==> src/rtl/mdpram_ctrl.sv <==
// mdpram_ctrl: requester-side controller for a 2R+2W read-first multiport RAM with tagged, credit-limited reads.
// Optional feature macro MDPRAM_CTRL_BYPASS_EN: same-cycle write data is forwarded into the read response.
module mdpram_ctrl #(
    parameter int unsigned DEPTH     = 1000,
    parameter int unsigned WIDTH     = 17,
    parameter int unsigned RD_LAT    = 1,
    parameter int unsigned NUM_RD    = 2,
    parameter int unsigned NUM_WR    = 2,
    parameter int unsigned TAG_W     = 4,
    parameter int unsigned RSP_DEPTH = 4,
    parameter int unsigned AW        = $clog2(DEPTH)
) (
    input  logic                         clk,
    input  logic                         rst,
    input  logic [NUM_RD-1:0]            rd_req_valid,
    output logic [NUM_RD-1:0]            rd_req_ready,
    input  logic [NUM_RD-1:0][AW-1:0]    rd_req_addr,
    input  logic [NUM_RD-1:0][TAG_W-1:0] rd_req_tag,
    output logic [NUM_RD-1:0]            rd_rsp_valid,
    input  logic [NUM_RD-1:0]            rd_rsp_ready,
    output logic [NUM_RD-1:0][WIDTH-1:0] rd_rsp_data,
    output logic [NUM_RD-1:0][TAG_W-1:0] rd_rsp_tag,
    input  logic [NUM_WR-1:0]            wr_req_valid,
    output logic [NUM_WR-1:0]            wr_req_ready,
    input  logic [NUM_WR-1:0][AW-1:0]    wr_req_addr,
    input  logic [NUM_WR-1:0][WIDTH-1:0] wr_req_data,
    output logic [NUM_RD-1:0][AW-1:0]    ram_raddr,
    output logic [NUM_RD-1:0]            ram_ren,
    input  logic [NUM_RD-1:0][WIDTH-1:0] ram_rdata,
    output logic [NUM_WR-1:0][AW-1:0]    ram_waddr,
    output logic [NUM_WR-1:0]            ram_wen,
    output logic [NUM_WR-1:0][WIDTH-1:0] ram_wdata
);
    localparam int unsigned PW    = (RSP_DEPTH > 1) ? $clog2(RSP_DEPTH) : 1;
    localparam int unsigned CW    = $clog2(RSP_DEPTH + 1);
    localparam int unsigned ENT_W = TAG_W + WIDTH;

    if (RD_LAT < 1) begin : g_chk_lat
        $fatal(1, "mdpram_ctrl: RD_LAT must be >= 1");
    end
    if (NUM_RD != 2 || NUM_WR != 2) begin : g_chk_ports
        $fatal(1, "mdpram_ctrl: NUM_RD and NUM_WR must both be 2");
    end
    if (RSP_DEPTH < 2) begin : g_chk_fifo
        $fatal(1, "mdpram_ctrl: RSP_DEPTH must be >= 2");
    end

    // Same-address write pair: port 0 goes now, port 1 waits a cycle so its data lands last.
    assign wr_req_ready[0] = !rst;
    assign wr_req_ready[1] = !rst && !(wr_req_valid[0] && (wr_req_addr[0] == wr_req_addr[1]));
    assign ram_wen         = wr_req_valid & wr_req_ready;
    assign ram_waddr       = wr_req_addr;
    assign ram_wdata       = wr_req_data;

    assign ram_ren   = {NUM_RD{!rst}};
    assign ram_raddr = rd_req_addr;

    for (genvar i = 0; i < NUM_RD; i++) begin : g_rd
        logic [RD_LAT-1:0]               vld_q, vld_d;
        logic [RD_LAT-1:0][TAG_W-1:0]    tag_q, tag_d;
        logic [RSP_DEPTH-1:0][ENT_W-1:0] mem_q, mem_d;
        logic [PW-1:0]                   wptr_q, wptr_d, rptr_q, rptr_d;
        logic [CW-1:0]                   cnt_q, cnt_d, out_q, out_d;
        logic                            accept, pop, push;
        logic [WIDTH-1:0]                push_data;

        // Credits cover both the RAM pipe and the FIFO, so a push always finds room.
        assign rd_req_ready[i] = !rst && (out_q < CW'(RSP_DEPTH));
        assign rd_rsp_valid[i] = !rst && (cnt_q != '0);
        assign accept          = rd_req_valid[i] && rd_req_ready[i];
        assign pop             = rd_rsp_valid[i] && rd_rsp_ready[i];
        assign push            = vld_q[RD_LAT-1];
        assign {rd_rsp_tag[i], rd_rsp_data[i]} = mem_q[rptr_q];

`ifdef MDPRAM_CTRL_BYPASS_EN
        logic [RD_LAT-1:0]            byp_q, byp_d;
        logic [RD_LAT-1:0][WIDTH-1:0] bdat_q, bdat_d;

        always_comb begin
            byp_d     = byp_q;
            bdat_d    = bdat_q;
            byp_d[0]  = 1'b0;
            bdat_d[0] = ram_wdata[0];
            if (ram_wen[1] && (ram_waddr[1] == rd_req_addr[i])) begin
                byp_d[0]  = 1'b1;
                bdat_d[0] = ram_wdata[1];
            end else if (ram_wen[0] && (ram_waddr[0] == rd_req_addr[i])) begin
                byp_d[0]  = 1'b1;
            end
            for (int unsigned k = 1; k < RD_LAT; k++) begin
                byp_d[k]  = byp_q[k-1];
                bdat_d[k] = bdat_q[k-1];
            end
        end

        always_ff @(posedge clk) begin
            if (rst) byp_q <= '0;
            else     byp_q <= byp_d;
            bdat_q <= bdat_d;
        end

        assign push_data = byp_q[RD_LAT-1] ? bdat_q[RD_LAT-1] : ram_rdata[i];
`else
        assign push_data = ram_rdata[i];
`endif

        always_comb begin
            vld_d    = vld_q;
            tag_d    = tag_q;
            vld_d[0] = accept;
            tag_d[0] = rd_req_tag[i];
            for (int unsigned k = 1; k < RD_LAT; k++) begin
                vld_d[k] = vld_q[k-1];
                tag_d[k] = tag_q[k-1];
            end
            mem_d  = mem_q;
            wptr_d = wptr_q;
            rptr_d = rptr_q;
            if (push) begin
                mem_d[wptr_q] = {tag_q[RD_LAT-1], push_data};
                wptr_d = (wptr_q == PW'(RSP_DEPTH - 1)) ? '0 : wptr_q + PW'(1);
            end
            if (pop) begin
                rptr_d = (rptr_q == PW'(RSP_DEPTH - 1)) ? '0 : rptr_q + PW'(1);
            end
            cnt_d = cnt_q + CW'(push) - CW'(pop);
            out_d = out_q + CW'(accept) - CW'(pop);
        end

        always_ff @(posedge clk) begin
            if (rst) begin
                vld_q  <= '0;
                wptr_q <= '0;
                rptr_q <= '0;
                cnt_q  <= '0;
                out_q  <= '0;
            end else begin
                vld_q  <= vld_d;
                wptr_q <= wptr_d;
                rptr_q <= rptr_d;
                cnt_q  <= cnt_d;
                out_q  <= out_d;
            end
        end

        always_ff @(posedge clk) begin
            tag_q <= tag_d;
            mem_q <= mem_d;
        end

        a_rd_addr_range: assert property (@(posedge clk) disable iff (rst)
            accept |-> (32'(rd_req_addr[i]) < DEPTH))
            else $error("mdpram_ctrl: read address out of range on port %0d", i);
    end
endmodule

==> config.mk <==
export PLATFORM = sky130hd
export DESIGN_NAME = mdpram_ctrl
export DESIGN_NICKNAME = d
export VERILOG_FILES = /design/src/rtl/mdpram_ctrl.sv
export SDC_FILE = /design/constraint.sdc
export NUM_CORES = 1
export LEC_CHECK = 0
export BUFFER_PORTS_ARGS = -buffer_cell sky130_fd_sc_hd__buf_2
export CORE_ASPECT_RATIO = 0.75
export CORE_MARGIN = 8
export CORE_UTILIZATION = 46
export CTS_CLUSTER_DIAMETER = 60
export CTS_CLUSTER_SIZE = 14
export DETAILED_ROUTE_END_ITERATION = 10
export MAX_ROUTING_LAYER = met4
export PLACE_DENSITY = 0.76
export SETUP_SLACK_MARGIN = 0.5
export SLEW_MARGIN = 20
export SYNTH_ARGS = -nofsm -noshare
export SYNTH_HDL_FRONTEND = slang
export SYNTH_SLANG_ARGS = --single-unit
==> constraint.sdc <==
create_clock -name clk -period 1.9 [get_ports clk]
set_clock_uncertainty 0.1 [all_clocks]
set_input_delay 0.285 -clock clk [delete_from_list [all_inputs] [get_ports clk]]
set_output_delay 0.285 -clock clk [all_outputs]
set_load 0.02 [all_outputs]
==> flow_metrics.env <==
export IMPL_run_status="finished with violations"
export IMPL_failed_checks="negative setup slack"
export IMPL_final_net_count=749
export IMPL_htree_levels=4
export IMPL_sinks_on_clock_net=198
export IMPL_ys_warn_count=0
export IMPL_grtUsageTotal=0.168
export IMPL_max_slew_worst_pin_slew_ns=0.271
export IMPL_routabilityCongestion=0.817
export IMPL_leakage_nw=3.86
export IMPL_dpl_hpwl_um=12000
export IMPL_syn_inst=445
export IMPL_whs_ns=0.0410
export IMPL_synth_net_count=591
export IMPL_setup_worst_path_end_class="output pin"
export IMPL_placement_rows=42
export IMPL_cts_made_buffers=17
export IMPL_final_setup_fails=48
export IMPL_tritoncts="done"
export IMPL_hold_class="input port to flip-flop"
export IMPL_worstPathRequired_ns=1.51
export IMPL_synth_distinct_cells=26
export IMPL_antenna_violating_nets_post_route=0
export IMPL_clk_root_buffer_cell="sky130_fd_sc_hd__clkbuf_16"
export IMPL_numPortBuffers=141
export IMPL_power_share_sequential=0.421
export IMPL_flow_area_growth_from_synthesis_pct=28.6
export IMPL_synth_cell_area_sq_mm=0.00821
export IMPL_max_cap_violations=0
export IMPL_yosys_area_top_type="sky130_fd_sc_hd__edfxtp_1"
export IMPL_wire_length_of_the_first_global_routing_pass_um=27700
export IMPL_clk_transition_reported_paths_ns=0.07
export IMPL_worst_skew_pair_late_latency_ns=0.43
export IMPL_power_switching_w=0.00334
export IMPL_io_pins=250
export IMPL_power_density_mw_per_mm2=1160
export IMPL_layout_setup_ws_ns=-0.189
export IMPL_drc=0
export IMPL_cts_root_to_sink_buffers=2
export IMPL_timing_max_slew_rel_slack=0.818
export IMPL_synth_area_per_cell_sq_um=18.5
export IMPL_routed_wire_length_per_instance_um=21.1
export IMPL_initial_core_utilization=0.468
export IMPL_first_pass_iters=4
export IMPL_fraction_of_the_cycle_the_final_worst_path_needs=1.10
export IMPL_critical_path_max_fanout=6
export IMPL_core_area_sq_mm=0.0176
export IMPL_switching_share=0.272
export IMPL_critical_path_type="flip-flop to output pin"
export IMPL_rsz0062_at_grt="yes"
export IMPL_drive_gt1_frac=0.519
export IMPL_worst_setup_path_start_kind="flip-flop"
export IMPL_final_max_slew_violation_count=0
export IMPL_global_route_overflow_total=0
export IMPL_max_freq_mhz=479
export IMPL_placement_cell_area_sq_mm=0.00896
export IMPL_combinationalPowerShare=0.287
export IMPL_maximum_number_of_pins_on_one_net_before_global_route_repair=24
export IMPL_final_area_sq_mm=0.0106
export IMPL_netlist_top_cells_area="sky130_fd_sc_hd__edfxtp_1, sky130_fd_sc_hd__mux4_2, sky130_fd_sc_hd__dfxtp_1"
export IMPL_synth_top_area_frac=0.614
export IMPL_via_count_of_the_first_global_routing_pass=4778
export IMPL_share_clk_of_total_power=0.292
export IMPL_irDropWorstVdd_uv=518
export IMPL_critPathArrivalTime_ns=1.70
export IMPL_first_iter_violations=245
export IMPL_grt_antenna_before_repair=0
export IMPL_routed_wl_um=18100
export IMPL_floorplan_die_height_um=132
export IMPL_antenna_diode_count=0
export IMPL_floorplan_die_area_sq_mm=0.0224
export IMPL_ys_ff_latch=198
export IMPL_min_period_ns=2.09
export IMPL_intPower_w=0.00893
export IMPL_finalHoldViolations=0
export IMPL_yosysSeqAreaShare=0.687
export IMPL_via_count=4233
export IMPL_vias_per_cell=4.93
export IMPL_chipWidth_um=170
## power groups by stage
stage          clock, W  sequential [W]  combinational (W)
2_1_floorplan         0         0.00519            0.00214
3_3_place_gp          0         0.00518            0.00268
3_5_place_dp          0         0.00521            0.00276
4_1_cts         0.00365         0.00517            0.00329
5_1_grt         0.00381         0.00519            0.00376
6_report        0.00358         0.00517            0.00352
## per-layer routing
metal,vias to the layer above,track usage,wire [um]
met5,-,-,0
met4,0,0.0681,396
met3,36,0.0500,1220
met2,132,0.279,9490
met1,2164,0.188,7000
li1,1901,-,-
## worst paths after layout
| check | start | end | slack (ns) | depth (start not counted) |
|---|---|---|---|---|
| worst max-delay path | g_rd[1].rptr_q[0] | rd_rsp_tag[5] | -0.19 | 3 |
| worst min-delay path | rd_req_valid[0] | g_rd[0].push | 0.04 | 2 |
| worst max register to register | g_rd[0].cnt_q[1] | g_rd[0].cnt_q[2] | -0.14 | 9 |
| worst min register to register | g_rd[0].tag_q[1] | g_rd[0].mem_q[39] | 0.37 | 0 |
## state kept, by name, summed over array words and instances (netlist names)
name and count:
g_rd.cnt_q 6, g_rd.push 2, g_rd.out_q 6, g_rd.rptr_q 4
g_rd.mem_q 168, g_rd.wptr_q 4, g_rd.tag_q 8
## critical path: stages (launching register included)
cell and delay [ns]:
sky130_fd_sc_hd__dfxtp_4 0.43, sky130_fd_sc_hd__buf_12 0.16, sky130_fd_sc_hd__mux4_2 0.54, sky130_fd_sc_hd__buf_6 0.16
## final cells by class
type / instances / area [sq um]
Fill cell: 1263 / 6990
Timing Repair Buffer: 228 / 1910
Multi-Input combinational cell: 138 / 2010
Clock buffer: 21 / 450
Sequential cell: 198 / 5670
Clock inverter: 11 / 139
Tap cell: 242 / 303
Inverter: 20 / 77.6
## cell usage in the layout, fill, tap and decap left out, types with 5 or more instances in the layout
| cell type | synthesis | routed |
|---|---|---|
| sky130_fd_sc_hd__edfxtp_1 | 168 | 168 |
| sky130_fd_sc_hd__buf_2 | 7 | 105 |
| sky130_fd_sc_hd__dlygate4sd3_1 | 0 | 43 |
| sky130_fd_sc_hd__mux4_2 | 36 | 42 |
| sky130_fd_sc_hd__buf_6 | 2 | 37 |
| sky130_fd_sc_hd__buf_4 | 76 | 27 |
| sky130_fd_sc_hd__clkbuf_16 | 0 | 17 |
| sky130_fd_sc_hd__dfxtp_1 | 30 | 16 |
| sky130_fd_sc_hd__ha_1 | 18 | 14 |
| sky130_fd_sc_hd__inv_1 | 20 | 13 |
| sky130_fd_sc_hd__nor2_1 | 16 | 12 |
| sky130_fd_sc_hd__buf_12 | 4 | 11 |
| sky130_fd_sc_hd__dfxtp_2 | 0 | 10 |
| sky130_fd_sc_hd__and2_2 | 0 | 8 |
| sky130_fd_sc_hd__xnor2_1 | 9 | 7 |
| sky130_fd_sc_hd__inv_2 | 0 | 6 |
| sky130_fd_sc_hd__xor2_1 | 9 | 6 |
| sky130_fd_sc_hd__nor2b_4 | 0 | 5 |
| sky130_fd_sc_hd__nor2b_1 | 11 | 5 |
## cells by family after synthesis
kind of cell | share of synthesized area
AO/OA/AOI/OAI | 0.00305
XOR/XNOR | 0.0192
multiplexers | 0.126
AND/OR/NAND/NOR | 0.0318
buffers and inverters | 0.0954
flip-flops | 0.687
adder cells (fa/ha/maj) | 0.0372
## metrics by stage
stage | power (W) | TNS, ns | utilization | cells | setup slack, ns
floorplan | 0.00733 | -0.280 | - | 445 | -0.0757
global placement | 0.00786 | -0.632 | 0.511 | 770 | -0.144
detailed placement | 0.00797 | -1.01 | 0.511 | 770 | -0.224
CTS | 0.0121 | -8.12 | 0.590 | 856 | -0.216
global route | 0.0128 | -9.82 | 0.602 | 858 | -0.239
finish | 0.0123 | -6.82 | 0.602 | 858 | -0.189
## cells in the mapped netlist, drive strengths merged
library cell	instances
edfxtp	168
buf	89
mux4	42
dfxtp	30
inv	20
ha	18
nor2	16
nor2b	11
and2	10
xnor2	9
xor2	9
fa	4
mux2	4
nor3b	4
nor3	3
a21oi	2
mux2i	2
a311oi	1
a31oi	1
and4	1
nor4	1
## timing repair
action	in CTS	in global routing
pin swaps	21	7
hold buffers	43	0
gates cloned	3	0
buffers inserted	8	2
gates resized for setup	67	50
endpoints found under the hold margin	145	0
endpoints found under the setup margin	176	118
(Power assumes the default switching activity.)
